==> config.mk <==
export PLATFORM = sky130hd
export DESIGN_NAME = name_table_arbiter
export DESIGN_NICKNAME = d
export VERILOG_FILES = /design/src/rtl/name_table_arbiter_pkg.sv /design/src/rtl/name_table_arbiter_nt_wr_fifo.sv /design/src/rtl/name_table_arbiter.sv
export SDC_FILE = /design/constraint.sdc
export NUM_CORES = 1
export LEC_CHECK = 0
export ABC_AREA = 1
export CORE_MARGIN = 3
export CORE_UTILIZATION = 50
export DETAILED_ROUTE_END_ITERATION = 16
export PLACE_DENSITY = 0.86
export SLEW_MARGIN = 40
export SYNTH_ARGS = -nofsm -noshare
export SYNTH_HDL_FRONTEND = slang
export SYNTH_SLANG_ARGS = --single-unit
==> constraint.sdc <==
create_clock -name clk -period 2.82 [get_ports clk]
set_input_delay 0.564 -clock clk [delete_from_list [all_inputs] [get_ports clk]]
set_output_delay 0.564 -clock clk [all_outputs]
set_load 0.01 [all_outputs]
==> src/rtl/name_table_arbiter_pkg.sv <==
// Shared name-table geometry, CPU write entry layout and lane-to-byte mapping
// used by the name table arbiter and its write FIFO.
package name_table_arbiter_pkg;
  localparam int NT_WORDS      = 240;
  localparam int NT_TILES      = 960;
  localparam int NT_ADDR_BIT   = 8;
  localparam int TILE_ADDR_BIT = 10;
  localparam int TILE_BIT      = 8;

  typedef struct packed {
    logic [TILE_ADDR_BIT-1:0] addr;
    logic [TILE_BIT-1:0]      data;
  } wr_entry_t;

  typedef enum logic {ST_IDLE, ST_CLEAR} state_e;

  // Lane 0 is the most significant byte of the RAM word.
  function automatic logic [3:0] lane_we(input logic [1:0] lane);
    return 4'b1000 >> lane;
  endfunction
endpackage

==> src/rtl/name_table_arbiter_nt_wr_fifo.sv <==
// Small synchronous FIFO buffering CPU tile writes until the RAM is free.
module nt_wr_fifo #(
  parameter  int DEPTH = 4,
  parameter  int W     = 18,
  localparam int PTR_W = $clog2(DEPTH),
  localparam int LVL_W = $clog2(DEPTH + 1)
) (
  input  logic             clk,
  input  logic             rst,
  input  logic             push,
  input  logic [W-1:0]     din,
  input  logic             pop,
  output logic [W-1:0]     dout,
  output logic [LVL_W-1:0] level,
  output logic             full,
  output logic             empty
);
  logic [W-1:0]     mem_q [DEPTH];
  logic [W-1:0]     mem_d [DEPTH];
  logic [PTR_W-1:0] wr_ptr_q, wr_ptr_d, rd_ptr_q, rd_ptr_d;
  logic [LVL_W-1:0] level_q, level_d;

  always_comb begin
    mem_d    = mem_q;
    wr_ptr_d = wr_ptr_q;
    rd_ptr_d = rd_ptr_q;
    if (push) begin
      mem_d[wr_ptr_q] = din;
      wr_ptr_d        = wr_ptr_q + PTR_W'(1);
    end
    if (pop) rd_ptr_d = rd_ptr_q + PTR_W'(1);
    level_d = level_q + LVL_W'(push) - LVL_W'(pop);
  end

  always_ff @(posedge clk) begin
    if (rst) begin
      wr_ptr_q <= '0;
      rd_ptr_q <= '0;
      level_q  <= '0;
    end else begin
      wr_ptr_q <= wr_ptr_d;
      rd_ptr_q <= rd_ptr_d;
      level_q  <= level_d;
    end
  end

  // Storage needs no reset: the level gates every read.
  always_ff @(posedge clk) mem_q <= mem_d;

  assign dout  = mem_q[rd_ptr_q];
  assign level = level_q;
  assign full  = (level_q == LVL_W'(DEPTH));
  assign empty = (level_q == '0);
endmodule

==> src/rtl/name_table_arbiter.sv <==
// Shares the background name table RAM between the renderer (read), buffered
// CPU tile writes and a bulk-clear engine; renderer always has priority.
module name_table_arbiter
  import name_table_arbiter_pkg::*;
#(
  parameter  int FIFO_DEPTH = 4,
  localparam int LVL_W      = $clog2(FIFO_DEPTH + 1)
) (
  input  logic                     clk,
  input  logic                     rst,
  input  logic                     vgaActive,
  input  logic [NT_ADDR_BIT-1:0]   renderAddr,
  input  logic                     cpuWrValid,
  output logic                     cpuWrReady,
  input  logic [TILE_ADDR_BIT-1:0] cpuWrTileAddr,
  input  logic [TILE_BIT-1:0]      cpuWrTileData,
  input  logic                     clearStart,
  input  logic [TILE_BIT-1:0]      clearTile,
  output logic                     clearBusy,
  output logic                     clearDone,
  output logic                     errRange,
  input  logic                     errClr,
  output logic [LVL_W-1:0]         fifoLevel,
  output logic [NT_ADDR_BIT-1:0]   ramAddr,
  output logic [3:0]               ramWe,
  output logic [31:0]              ramWrData
);
  state_e                 state_q, state_d;
  logic [NT_ADDR_BIT-1:0] cnt_q, cnt_d;
  logic [TILE_BIT-1:0]    tile_q, tile_d;
  logic                   done_q, done_d;
  logic                   err_q, err_d;

  logic                     fifo_full, fifo_empty, push, pop, accept, in_range;
  logic [$bits(wr_entry_t)-1:0] fifo_dout;
  wr_entry_t                head;

  assign accept   = cpuWrValid && !fifo_full;
  assign in_range = cpuWrTileAddr < TILE_ADDR_BIT'(NT_TILES);
  assign push     = accept && in_range;
  // The FIFO only drains when neither the renderer nor a clear holds the RAM.
  assign pop      = !vgaActive && (state_q == ST_IDLE) && !fifo_empty;
  assign head     = wr_entry_t'(fifo_dout);

  nt_wr_fifo #(.DEPTH(FIFO_DEPTH), .W($bits(wr_entry_t))) u_fifo (
    .clk  (clk),
    .rst  (rst),
    .push (push),
    .din  ({cpuWrTileAddr, cpuWrTileData}),
    .pop  (pop),
    .dout (fifo_dout),
    .level(fifoLevel),
    .full (fifo_full),
    .empty(fifo_empty)
  );

  always_comb begin
    state_d = state_q;
    cnt_d   = cnt_q;
    tile_d  = tile_q;
    done_d  = 1'b0;
    err_d   = err_q;
    case (state_q)
      ST_IDLE: if (clearStart) begin
        state_d = ST_CLEAR;
        cnt_d   = '0;
        tile_d  = clearTile;
      end
      ST_CLEAR: if (!vgaActive) begin
        cnt_d = cnt_q + NT_ADDR_BIT'(1);
        if (cnt_q == NT_ADDR_BIT'(NT_WORDS - 1)) begin
          state_d = ST_IDLE;
          done_d  = 1'b1;
        end
      end
      default: state_d = ST_IDLE;
    endcase
    // A new range error wins over a same-cycle clear request.
    if (accept && !in_range) err_d = 1'b1;
    else if (errClr)         err_d = 1'b0;
  end

  always_ff @(posedge clk) begin
    if (rst) begin
      state_q <= ST_IDLE;
      cnt_q   <= '0;
      tile_q  <= '0;
      done_q  <= 1'b0;
      err_q   <= 1'b0;
    end else begin
      state_q <= state_d;
      cnt_q   <= cnt_d;
      tile_q  <= tile_d;
      done_q  <= done_d;
      err_q   <= err_d;
    end
  end

  always_comb begin
    ramAddr   = '0;
    ramWe     = 4'h0;
    ramWrData = '0;
    if (vgaActive) begin
      ramAddr = renderAddr;
    end else if (state_q == ST_CLEAR) begin
      ramAddr   = cnt_q;
      ramWe     = 4'hF;
      ramWrData = {4{tile_q}};
    end else if (!fifo_empty) begin
      ramAddr   = head.addr[TILE_ADDR_BIT-1:2];
      ramWe     = lane_we(head.addr[1:0]);
      ramWrData = {4{head.data}};
    end
  end

  assign cpuWrReady = !fifo_full;
  assign clearBusy  = (state_q == ST_CLEAR);
  assign clearDone  = done_q;
  assign errRange   = err_q;
endmodule

; ---- After elaboration in Yosys (flattened, before gate mapping)
; Cells that the tools add are included.
[classes]
add_sub_neg = 5
mul = 0
div_mod_pow = 0
n_lt_le_gt_ge = 4
eq_ne = 4
n_shift = 1
mux = 25
n_bitwise = 3
n_reduce_logical = 15
[ops]
columns = operator, n
row1 = $mux 32, 3
row2 = $bwmux 72, 1
row3 = $mux 18, 3
row4 = $mux 8, 5
row5 = $bmux 18 s2, 1
row6 = $demux 18 s2, 1
row7 = $pmux 8 s2, 1
row8 = $mux 4, 3
row9 = $lt 10x10->1 const B, 1
row10 = $add 8x1->8 const B, 1
row11 = $eq 8x8->1 const B, 1
row12 = $ge 3x3->1 const B, 2
row13 = $logic_and 1x1->1, 6
row14 = $mux 1, 6
row15 = $not 2->3, 2
row16 = $add 2x1->2 const B, 2
row17 = $logic_not 1->1, 4
row18 = $ne 2x2->1 const B, 2
row19 = $reduce_and 2->1, 2
row20 = $shr 4x2->4 const A, 1
row21 = $add 3x1->3, 1
row22 = $eq 3x3->1 const B, 1
row23 = $logic_not 3->1, 1
row24 = $lt 3x1->1 const B, 1
row25 = 5 further kinds, 5
[totals]
register_bits = 98
latchBits = 0
ramBits = 0
rom_bits = 0
in_bits = 40
output_inout_bits = 51
elab_cells = 69
mem_count = 0

; ---- Longest topological paths before layout
; Gate-level depths: netlist of the first run.
[logic_depth]
word_depth = 8
mapped_depth = 11
ltp_nobuf = 10

; ---- By module
; Synthesis of the first run repeated with hierarchy kept, for this count alone.
[unflattened]
hier_cells = 461
hier_area_um2 = 4767.1
[by_module_without_submodules]
columns = mod, n_inst, cells_per_inst, area_each_um2, seq_area_each_um2
row1 = nt_wr_fifo, 1, 262, 3412.0, 2302.2
row2 = name_table_arbiter, 1, 199, 1355.0, 380.4

; ---- Worst setup path before layout of the first run
; No wires, ideal clock.
[synth_path]
path_kind = input to register
start = input vgaActive
end = register u_fifo.level_q[2], in the netlist u_fifo.level[2]
setup_ns = 0.130
t_arrival_ns = 2.086
required_ns = 2.690
path_slack_ns = 0.604
stages = 11
path_buffers = 2
path_cell_list = buf_6 -> nor2_1 -> nand2_2 -> clkinv_4 -> buf_6 -> ha_1 -> inv_1 -> ha_1 -> fa_1 -> xor2_1 -> nor2_1
[synth_between]
elab_chain_cells = 4
[synth_lines]
columns = element, line
row1 = "start, declared", name_table_arbiter.sv:11  ; input logic vgaActive,
row2 = $logic_not 1->1, -
row3 = $logic_and 1x1->1 (2 in a row), name_table_arbiter.sv:42  ; assign pop = !vgaActive && (state_q == ST_IDLE) && !fifo_empty;
row4 = named net pop, name_table_arbiter.sv:34  ; logic fifo_full, fifo_empty, push, pop, accept, in_range;
row5 = $sub 3x1->3, name_table_arbiter_nt_wr_fifo.sv:32  ; level_d = level_q + LVL_W'(push) - LVL_W'(pop);
row6 = "end signal, assigned", name_table_arbiter_nt_wr_fifo.sv:43  ; level_q <= level_d;
row7 = "end, declared", name_table_arbiter_nt_wr_fifo.sv:21  ; logic [LVL_W-1:0] level_q, level_d;
; The timed path passes the listed nets, and every way through them passes these cells.
; A chain may end at the register's enable or synchronous reset.

; ---- Worst setup path after layout of the first run
[layout_path]
start = register u_fifo.rd_ptr_q[0]
end = output ramWe[1]
[layout_between]
elab_chain_cells = 8
[layout_lines]
columns = element, line
row1 = "start, declared", name_table_arbiter_nt_wr_fifo.sv:20  ; logic [PTR_W-1:0] wr_ptr_q, wr_ptr_d, rd_ptr_q, rd_ptr_d;
row2 = "start signal, assigned", name_table_arbiter_nt_wr_fifo.sv:42  ; rd_ptr_q <= rd_ptr_d;
row3 = $not 2->3 (not written as such), name_table_arbiter_nt_wr_fifo.sv:50  ; assign dout = mem_q[rd_ptr_q];
row4 = $bmux 18 s2, name_table_arbiter_nt_wr_fifo.sv:50
row5 = $mux 18 (not written as such) (2 in a row), name_table_arbiter_nt_wr_fifo.sv:50
row6 = $shr 4x2->4, name_table_arbiter_pkg.sv:19  ; return 4'b1000 >> lane;
row7 = $mux 4, name_table_arbiter.sv:109  ; end else if (!fifo_empty) begin
row8 = $mux 4, name_table_arbiter.sv:105  ; end else if (state_q == ST_CLEAR) begin
row9 = $mux 4, name_table_arbiter.sv:103  ; if (vgaActive) begin
row10 = "end, declared", name_table_arbiter.sv:25  ; output logic [3:0] ramWe,
; Every way passes these cells. The select of a mux whose other input is x is not followed.

==> results of run 1 <==
## where the power goes
part | switching [mW] | internal [mW] | total [mW]
clock | 0.473 | 0.498 | 0.971
sequential | 0.0546 | 1.69 | 1.74
combinational | 0.629 | 0.469 | 1.10
## cell type report
type	instances	share of cell area (%)
Inverter	31	2.39
Multi-Input combinational cell	289	24.0
Sequential cell	98	47.8
Timing Repair Buffer	112	19.7
Clock inverter	6	1.58
Clock buffer	9	2.21
Tap cell	105	2.34
## sequential cells by signal, summed over array words and instances (netlist names)
name and flops:
clearDone 1, u_fifo.wr_ptr_q 2, u_fifo.rd_ptr_q 2, u_fifo.mem_q 72, cnt_q 8, clearBusy 1
u_fifo.level 3, tile_q 8, errRange 1
## placed cells by master (no fill, tap or decap), drive strengths merged
cell / synthesis / routed
fa: 1 / 1
nor3: 3 / 3
a21oi: 10 / 10
inv: 29 / 30
clkdlybuf4s50: 0 / 62
o21ai: 20 / 20
nand4: 1 / 1
bufinv: 0 / 2
nand3: 63 / 63
nand3b: 1 / 1
dlygate4sd2: 0 / 17
clkbuf: 3 / 9
nor2: 43 / 43
o211ai: 2 / 2
dfxtp: 26 / 26
ha: 7 / 7
dlymetal6s2s: 0 / 11
clkinvlp: 0 / 2
buf: 39 / 22
nand2: 135 / 135
edfxtp: 72 / 72
xor2: 2 / 2
a31oi: 1 / 1
clkinv: 2 / 3
## metrics by stage
| stage | cell area [um^2] | std cells | util, % | setup slack, ns |
|---|---|---|---|---|
| 2_1_floorplan | 4450 | 460 | - | 0.604 |
| 3_3_place_gp | 5340 | 632 | 63.4 | -0.0480 |
| 3_5_place_dp | 5340 | 632 | 63.4 | -0.0449 |
| 4_1_cts | 5550 | 649 | 65.9 | 0.0179 |
| 5_1_grt | 5610 | 650 | 66.6 | -0.00184 |
| 6_report | 5610 | 650 | 66.6 | 0.190 |
## Yosys cell counts, drive strengths merged (2+ instances only)
library cell | number | area (um^2)
dfxtp | 26 | 521
xor2 | 2 | 17.5
o211ai | 2 | 15.0
buf | 39 | 287
ha | 7 | 87.6
edfxtp | 72 | 2160
nand3 | 63 | 315
clkinv | 2 | 13.8
nand2 | 135 | 517
a21oi | 10 | 53.8
inv | 29 | 111
nor3 | 3 | 20.0
clkbuf | 3 | 11.3
o21ai | 20 | 100
nor2 | 43 | 176
## metal layers
layer	GRT usage (%)	vias to the layer above	routed length (um)	part of all wire [%]
met3	5.07	14	644	6.3
met5	0	-	0	0
li1	-	1659	-	-
met1	26.3	1626	4060	39
met2	37.0	139	5460	53
met4	8.08	0	136	1.3
## kinds of logic after synthesis
logic type,after synthesis,share of synthesized area [%]
buffers and inverters,73,9.51
adder cells (fa/ha/maj),8,2.42
AND/OR/NAND/NOR,246,23.4
flip-flops,98,60.3
AO/OA/AOI/OAI,33,3.94
XOR/XNOR,2,0.394
## tightest hold or removal path, stage by stage (launching register included)
cell     delay, ns
dfxtp_1       0.32
nand2_1       0.06
a21oi_1       0.05
## worst min path at each step
stage,from,to,slack [ns],cells after the start
2_1_floorplan,cnt_q[4],cnt_q[4],0.45,2
3_3_place_gp,errRange,errRange,0.45,2
3_5_place_dp,errRange,errRange,0.46,2
4_1_cts,errRange,errRange,0.47,2
5_1_grt,errRange,errRange,0.50,2
6_report,errRange,errRange,0.47,2
## timing repair
item / CTS / global route
gates resized for setup: 19 / 16
endpoints found under the setup margin: 28 / 27
buffers inserted: 2 / 1
pin swaps: 0 / 0
==> impl_metrics.tcl, run 1 <==
set metrics [dict create \
    grt_pass1_wl_um 16600 \
    antenna_cells 0 \
    vias 3438 \
    track_usage_pct 21.5 \
    grt_pass1_vias 3408 \
    routed_wl_um 10300 \
    maxCapViolCount 0 \
    firstDrtPassIters 5 \
    drt-initial-drc-count 273 \
    die_y_um 100 \
    setup_viol 0 \
    finalHoldViolCount 0 \
    finalClockSkew_ns 0.00857 \
    end_kind "output pin" \
    crit_path_frequent_cell "nand3_1" \
    die_x_um 100 \
    period_share_pct 93.3 \
    hold_ws_ns 0.468 \
    drive_gt1_share_pct 9.54 \
    cts_root_buffer "clkbuf_8" \
    wire_per_inst_um 15.9 \
    tns_ns 0 \
    timing.critical_path.to "ramWe[1]" \
    vdd_drop_max_v 0.000345 \
    num_rows 33 \
    crit_path_cell_trace "buf_8, nand2_1, nand3_1, nand3_1, o21ai_1, clkdlybuf4s50_1" \
    hp-class "reg -> reg" \
    cts.path.max_buffers 2 \
    synthesis.area_um2 4450 \
    ctsHoldBuffers 0 \
    seqCellArea_um2 2680 \
    required_ns 2.26 \
    worstSetupPathDepth 6 \
    final_antenna_net_count 0 \
    power_density_nw_per_um2 680 \
    initial_utilization_pct 52.8 \
    ff2ff_path_depth 12 \
    status "finished clean" \
    ys_warn_count 0 \
    port_buffers 90 \
    cp_top_family "buffers and inverters" \
    cts_made_buffers 9 \
    cp-startpoint "u_fifo.rd_ptr_q[0]" \
    slew_headroom_pct 70.7 \
    startpoint_type "flip-flop" \
    synth_cells 460 \
    p_total_mw 3.81 \
    yosys_register_bits 98 \
    crit_type "reg -> out" \
    clkTransAtPathRegs_ns 0.09 \
    post-dp-hpwl_um 7020 \
    grt_max_degree 39 \
    synth_seq_area_share_pct 60.3 \
    fmax_ghz 0.380 \
    cts_tree "done" \
    synth_edf_count 72 \
    core_um2 8420 \
    cp_num_buf_inv 2 \
    tightest_slew_ns 0.439 \
    antenna_found_initial 0 \
    drcViolationCount 0 \
    grt_overflow_total 0 \
    cp_max_fo 38 \
    ios 91 \
    crit_path_top_delay_cell "clkdlybuf4s50_1" \
    reg2reg_to "u_fifo.level[2]" \
    ys_types 29 \
    syn_area_per_cell_um2 9.67 \
    r2r_slack_ns 0.52 \
    multi_input_area_um2 1350 \
    crit_arrival_ns 2.07 \
    final.fill_count 631 \
    syn_to_final_growth_pct 26.1 \
    slew_violations 0 \
    async_flop_share_pct 0 \
    h-tree-depth 3 \
    nets 589 \
    r2r-start "u_fifo.level[1]" \
    clock_sinks 98 \
    leakage_nw 2.41 \
    syn_nets 508 \
    clk_latency_ns 0.37 \
    synthFlopType "edfxtp_1" \
    vias_per_cell 5.29 \
    cp_slowest_stage_delay_ns 0.55 \
    dieArea_um2 10100 \
    fin_crit_ns 2.63 \
    globalplace.congestion 0.870 \
]
Power figures use the tool's default switching activity.
==> inputs of run 2 (changes only) <==
clock period = 3.3 ns   (was 2.82 ns; I/O delays follow)
==> run 2 against run 1 <==
- first-iteration DRC count fell by 14%
- combinational power is 14% lower
- final cell count is 1.7% lower
- hold slack worse by 0.0025 ns
- sequential power is 14% lower
- highest routed layer unchanged
- non-clock buffer count fell by 12
- sequential share of layout area increased by 1.3 points
- total power is 16% lower
- clock skew grew 0.0012 ns
- via count grew 0.29%
- register-to-register slack improved by 0.63 ns
==> impl_metrics.tcl, run 2 (synthesized netlist as in run 1, its figures left out) <==
set metrics [dict create \
    r2r-start "u_fifo.level[1]" \
    syn_to_final_growth_pct 22.7 \
    reg_top3 "u_fifo.mem_q x72, cnt_q x8, tile_q x8" \
    reg2reg_to "u_fifo.level[2]" \
    antenna_cells 0 \
    grt_pass1_wl_um 16400 \
    clockPowerShare_pct 23.5 \
    dp_cells 623 \
    grt_pass1_vias 3359 \
    tns_ns 0 \
    crit_path_frequent_cell "nand2_1" \
    use_met3_pct 5.14 \
    end_kind "output pin" \
    fmax_ghz 0.338 \
    share_comb_of_total_power_pct 29.8 \
    period_share_pct 89.8 \
    post-dp-hpwl_um 7180 \
    ff2ff_path_depth 10 \
    slew_headroom_pct 49.9 \
    die_x_um 100 \
    final_common_cell "nand2_1" \
    finalHoldViolCount 0 \
    vdd_drop_max_v 0.000277 \
    seqPwrFrac_pct 46.7 \
    cts_root_buffer "clkbuf_8" \
    fin_util_pct 64.8 \
    crit_arrival_ns 2.30 \
    slew_violations 0 \
    nets 577 \
    use_met2_pct 37.6 \
    cp_max_fo 18 \
    initial_utilization_pct 52.8 \
    final.fill_count 652 \
    routed_wl_um 10600 \
    hold_depth 2 \
    final_antenna_net_count 0 \
    power.internal_mw 2.21 \
    p_sw_share_pct 30.8 \
    cts.path.max_buffers 2 \
    grt_use_met1_pct 25.0 \
    drcViolationCount 0 \
    status "finished clean" \
    startpoint_type "flip-flop" \
    cts_made_buffers 9 \
    r2r_slack_ns 1.15 \
    vias_per_cell 5.40 \
    h-tree-depth 3 \
    rsz0062_at_grt "no" \
    cts_tree "done" \
    finalClockSkew_ns 0.00974 \
    core_um2 8420 \
    grt_max_degree 39 \
    port_buffers 90 \
    grt.busiest_layer "met2" \
    drt-initial-drc-count 235 \
    ios 91 \
    p_total_mw 3.19 \
    leakage_nw 2.11 \
    power_density_nw_per_um2 585 \
    die_y_um 100 \
    crit_path_cell_trace "inv_1, nand3_1, nand2_1, nand2_1, o21ai_1, clkdlybuf4s50_1" \
    drive_gt1_share_pct 7.12 \
    min_from "errRange" \
    track_usage_pct 21.3 \
    cp_slowest_stage_delay_ns 0.55 \
    vias 3448 \
    largest_reg_flops 72 \
    whs_endpoint "errRange" \
    grt_overflow_total 0 \
    required_ns 2.64 \
    stdcell_count 639 \
    tightest_slew_ns 0.751 \
    power.switching_mw 0.982 \
    wire_per_inst_um 16.5 \
    clkTransAtPathRegs_ns 0.09 \
    num_rows 33 \
    hp-class "reg -> reg" \
    setup_viol 0 \
    fin_crit_ns 2.96 \
    largest-register "u_fifo.mem_q" \
    dieArea_um2 10100 \
    crit_type "reg -> out" \
    clk_latency_ns 0.36 \
    globalplace.congestion 0.881 \
    firstDrtPassIters 5 \
    clock_sinks 98 \
    mostFrequentLayoutCells "nand2_1 (131), clkdlybuf4s50_1 (88), edfxtp_1 (72)" \
    crit_path_top_delay_cell "inv_1" \
    antenna_found_initial 0 \
    maxCapViolCount 0 \
]
[run 2: worst max-delay path by stage]
stage / from / endpoint / cells past startpoint / slack (ns)
detailed placement: vgaActive / ramWrData[6] / 7 / 0.06
global placement: vgaActive / ramWrData[6] / 7 / 0.17
CTS: vgaActive / ramWrData[6] / 7 / 0.05
floorplan: vgaActive / u_fifo.level[2] / 11 / 0.99
finish: u_fifo.rd_ptr_q[1] / ramWe[1] / 6 / 0.34
global route: u_fifo.rd_ptr_q[0] / ramWrData[14] / 6 / 0.18
[run 2: final cells by class]
cell class | count | area (um^2) | area share [%]
Inverter | 31 | 125 | 2.29
Clock inverter | 5 | 62.6 | 1.15
Multi-Input combinational cell | 289 | 1340 | 24.6
Sequential cell | 98 | 2680 | 49.2
Tap cell | 105 | 131 | 2.41
Clock buffer | 11 | 131 | 2.41
Timing Repair Buffer | 100 | 981 | 18.0
[run 2: what timing repair did]
action | in CTS | in global routing
setup endpoints to repair | 0 | 4
endpoints found under the hold margin | 0 | 0
hold buffers | 0 | 0
gates resized for setup | 0 | 2
setup buffers | 0 | 0
[run 2: critical path, delay by kind of cell (launching register included)]
kind / cells / cell delay, ns
AOI/OAI and AO/OA: 1 / 0.12
buffers and inverters: 2 / 1.10
DFF: 1 / 0.32
and+or+nand+nor: 3 / 0.40
[run 2: through the flow]
stage | worst slack (ns) | cell area, um^2 | hold WS, ns
2_1_floorplan | 0.988 | 4450 | 0.452
3_3_place_gp | 0.167 | 5260 | 0.451
3_5_place_dp | 0.0646 | 5260 | 0.460
4_1_cts | 0.0463 | 5450 | 0.472
5_1_grt | 0.177 | 5460 | 0.500
6_report | 0.337 | 5460 | 0.466
[run 2: metal layers]
layer,vias up,share of wire [%]
met2,160,53
met5,-,0
met1,1624,37
met4,0,2.2
li1,1641,-
met3,23,8.1
[run 2: power groups by stage]
stage | registers [mW] | logic [mW] | clock network, mW
6_report | 1.49 | 0.950 | 0.751
5_1_grt | 1.50 | 1.05 | 0.813
4_1_cts | 1.49 | 0.957 | 0.760
3_5_place_dp | 1.52 | 0.951 | 0
3_3_place_gp | 1.51 | 0.914 | 0
2_1_floorplan | 1.52 | 0.585 | 0
==> inputs of run 3 (changes only) <==
PLACE_DENSITY = 0.78   (was 0.86)
==> run 3 against run 2 <==
- sequential share of layout area grew 0.28 points
- utilization down 0.37 points
- count of clock-buffer cells in the layout down 2
- flip-flop and latch count unchanged
- clock power down 6.1%
- die area unchanged
- sequential power hardly changed
- final cell count fell by 0.16%
- first-iteration DRC count is 19% lower
- wire length down 4.7%
- largest power group unchanged
==> impl_metrics.tcl, run 3 (synthesized netlist as in run 1, its figures left out) <==
set metrics [dict create \
    cp_num_buf_inv 4 \
    setup_viol 0 \
    ff2ff_path_depth 10 \
    reg_top3 "u_fifo.mem_q x72, cnt_q x8, tile_q x8" \
    maxCapViolCount 0 \
    grt_pass1_wl_um 16200 \
    period_share_pct 93.2 \
    wire_per_inst_um 15.8 \
    p_total_mw 3.13 \
    grt_overflow_total 0 \
    crit_path_top_delay_cell "clkdlybuf4s50_1" \
    crit_arrival_ns 2.41 \
    antenna_found_initial 0 \
    status "finished clean" \
    clock_sinks 98 \
    cts_root_buffer "clkbuf_8" \
    post-dp-hpwl_um 6830 \
    vdd_drop_max_v 0.000287 \
    grt_max_degree 39 \
    highest_layer "met4" \
    worstSetupPathDepth 7 \
    slew_headroom_pct 55.9 \
    port_buffers 90 \
    largest-register "u_fifo.mem_q" \
    cts.path.max_buffers 2 \
    r2r-start "u_fifo.level[1]" \
    hold_ws_ns 0.466 \
    slew_violations 0 \
    drive_gt1_share_pct 7.32 \
    clk_latency_ns 0.36 \
    crit_path_cell_trace "clkdlybuf4s50_1, inv_4, nand2_2, inv_2, nand2_1, nand2_1, clkdlybuf4s50_1" \
    dieArea_um2 10100 \
    rsz0062_at_grt "no" \
    vias_per_cell 5.19 \
    met2_length_um 5020 \
    num_rows 33 \
    fmax_ghz 0.325 \
    cp_max_fo 19 \
    drcViolationCount 0 \
    fin_util_pct 64.4 \
    cts_resized 0 \
    cts_made_buffers 9 \
    dr_wl_met3_um 660 \
    met1_length_um 4130 \
    routed_wl_um 10100 \
    core_um2 8420 \
    cp_slowest_stage_delay_ns 0.60 \
    stdcell_count 638 \
    leakage_nw 2.07 \
    r2r_slack_ns 1.17 \
    globalplace.congestion 0.812 \
    tns_ns 0 \
    required_ns 2.64 \
    final_antenna_net_count 0 \
    power_density_nw_per_um2 576 \
    finalClockSkew_ns 0.0124 \
    fin_crit_ns 3.07 \
    hp-class "reg -> reg" \
    die_y_um 100 \
    drt-initial-drc-count 191 \
    ctsHoldBuffers 0 \
    finalHoldViolCount 0 \
    cts_tree "done" \
    initial_utilization_pct 52.8 \
    cts_setup_buffers 0 \
    h-tree-depth 3 \
    vias 3310 \
    end_kind "output pin" \
    grt_pass1_vias 3249 \
    syn_to_final_growth_pct 22.0 \
    clkTransAtPathRegs_ns 0.09 \
    track_usage_pct 20.8 \
    final_common_cell "nand2_1" \
    reg2reg_to "u_fifo.level[2]" \
    antenna_cells 0 \
    startpoint_type "input pin" \
    crit_type "in -> out" \
    hold_depth 2 \
    die_x_um 100 \
    ios 91 \
    tightest_slew_ns 0.660 \
    largest_reg_flops 72 \
    dp_cells 622 \
    cp-startpoint "vgaActive" \
    mostFrequentLayoutCells "nand2_1 (131), clkdlybuf4s50_1 (90), edfxtp_1 (72)" \
    firstDrtPassIters 4 \
    nets 576 \
    cp_top_family "buffers and inverters" \
    timing.critical_path.to "ramWrData[0]" \
]
==> run 3: cell type report <==
cell class | instances | area (um^2)
Tap cell | 105 | 131
Sequential cell | 98 | 2680
Timing Repair Buffer | 99 | 968
Fill cell | 704 | 3000
Clock buffer | 9 | 124
Multi-Input combinational cell | 289 | 1340
Clock inverter | 7 | 51.3
Inverter | 31 | 125
==> run 3: metrics by stage <==
stage	cell area, um^2	setup WS (ns)
after detailed placement	5250	0.211
final	5430	0.226
after global routing	5430	0.0454
after floorplan	4450	0.988
after CTS	5430	0.201
after global placement	5250	0.228
==> run 3: worst min-delay path by stage <==
| stage | from | end |
|---|---|---|
| after floorplan | cnt_q[4] | cnt_q[4] |
| final | errRange | errRange |
| after global routing | errRange | errRange |
| after detailed placement | errRange | errRange |
| after CTS | errRange | errRange |
| after global placement | errRange | errRange |
==> run 3: metal layers <==
metal / global-route usage [%] / vias up
met5: 0 / -
met4: 9.22 / 0
met3: 3.82 / 20
met2: 34.3 / 116
met1: 26.8 / 1534
li1: - / 1640
==> run 3: tightest hold or removal path: cells and delay by family, from the launching register on <==
family	cells	cell delay (ns)
flip-flops	1	0.32
AND/OR/NAND/NOR	1	0.06
AO/OA/AOI/OAI	1	0.05
==> run 3: power breakdown <==
group / switching, mW / total [mW] / internal, mW
sequential: 0.0445 / 1.49 / 1.44
clock: 0.425 / 0.705 / 0.280
combinational: 0.527 / 0.932 / 0.405
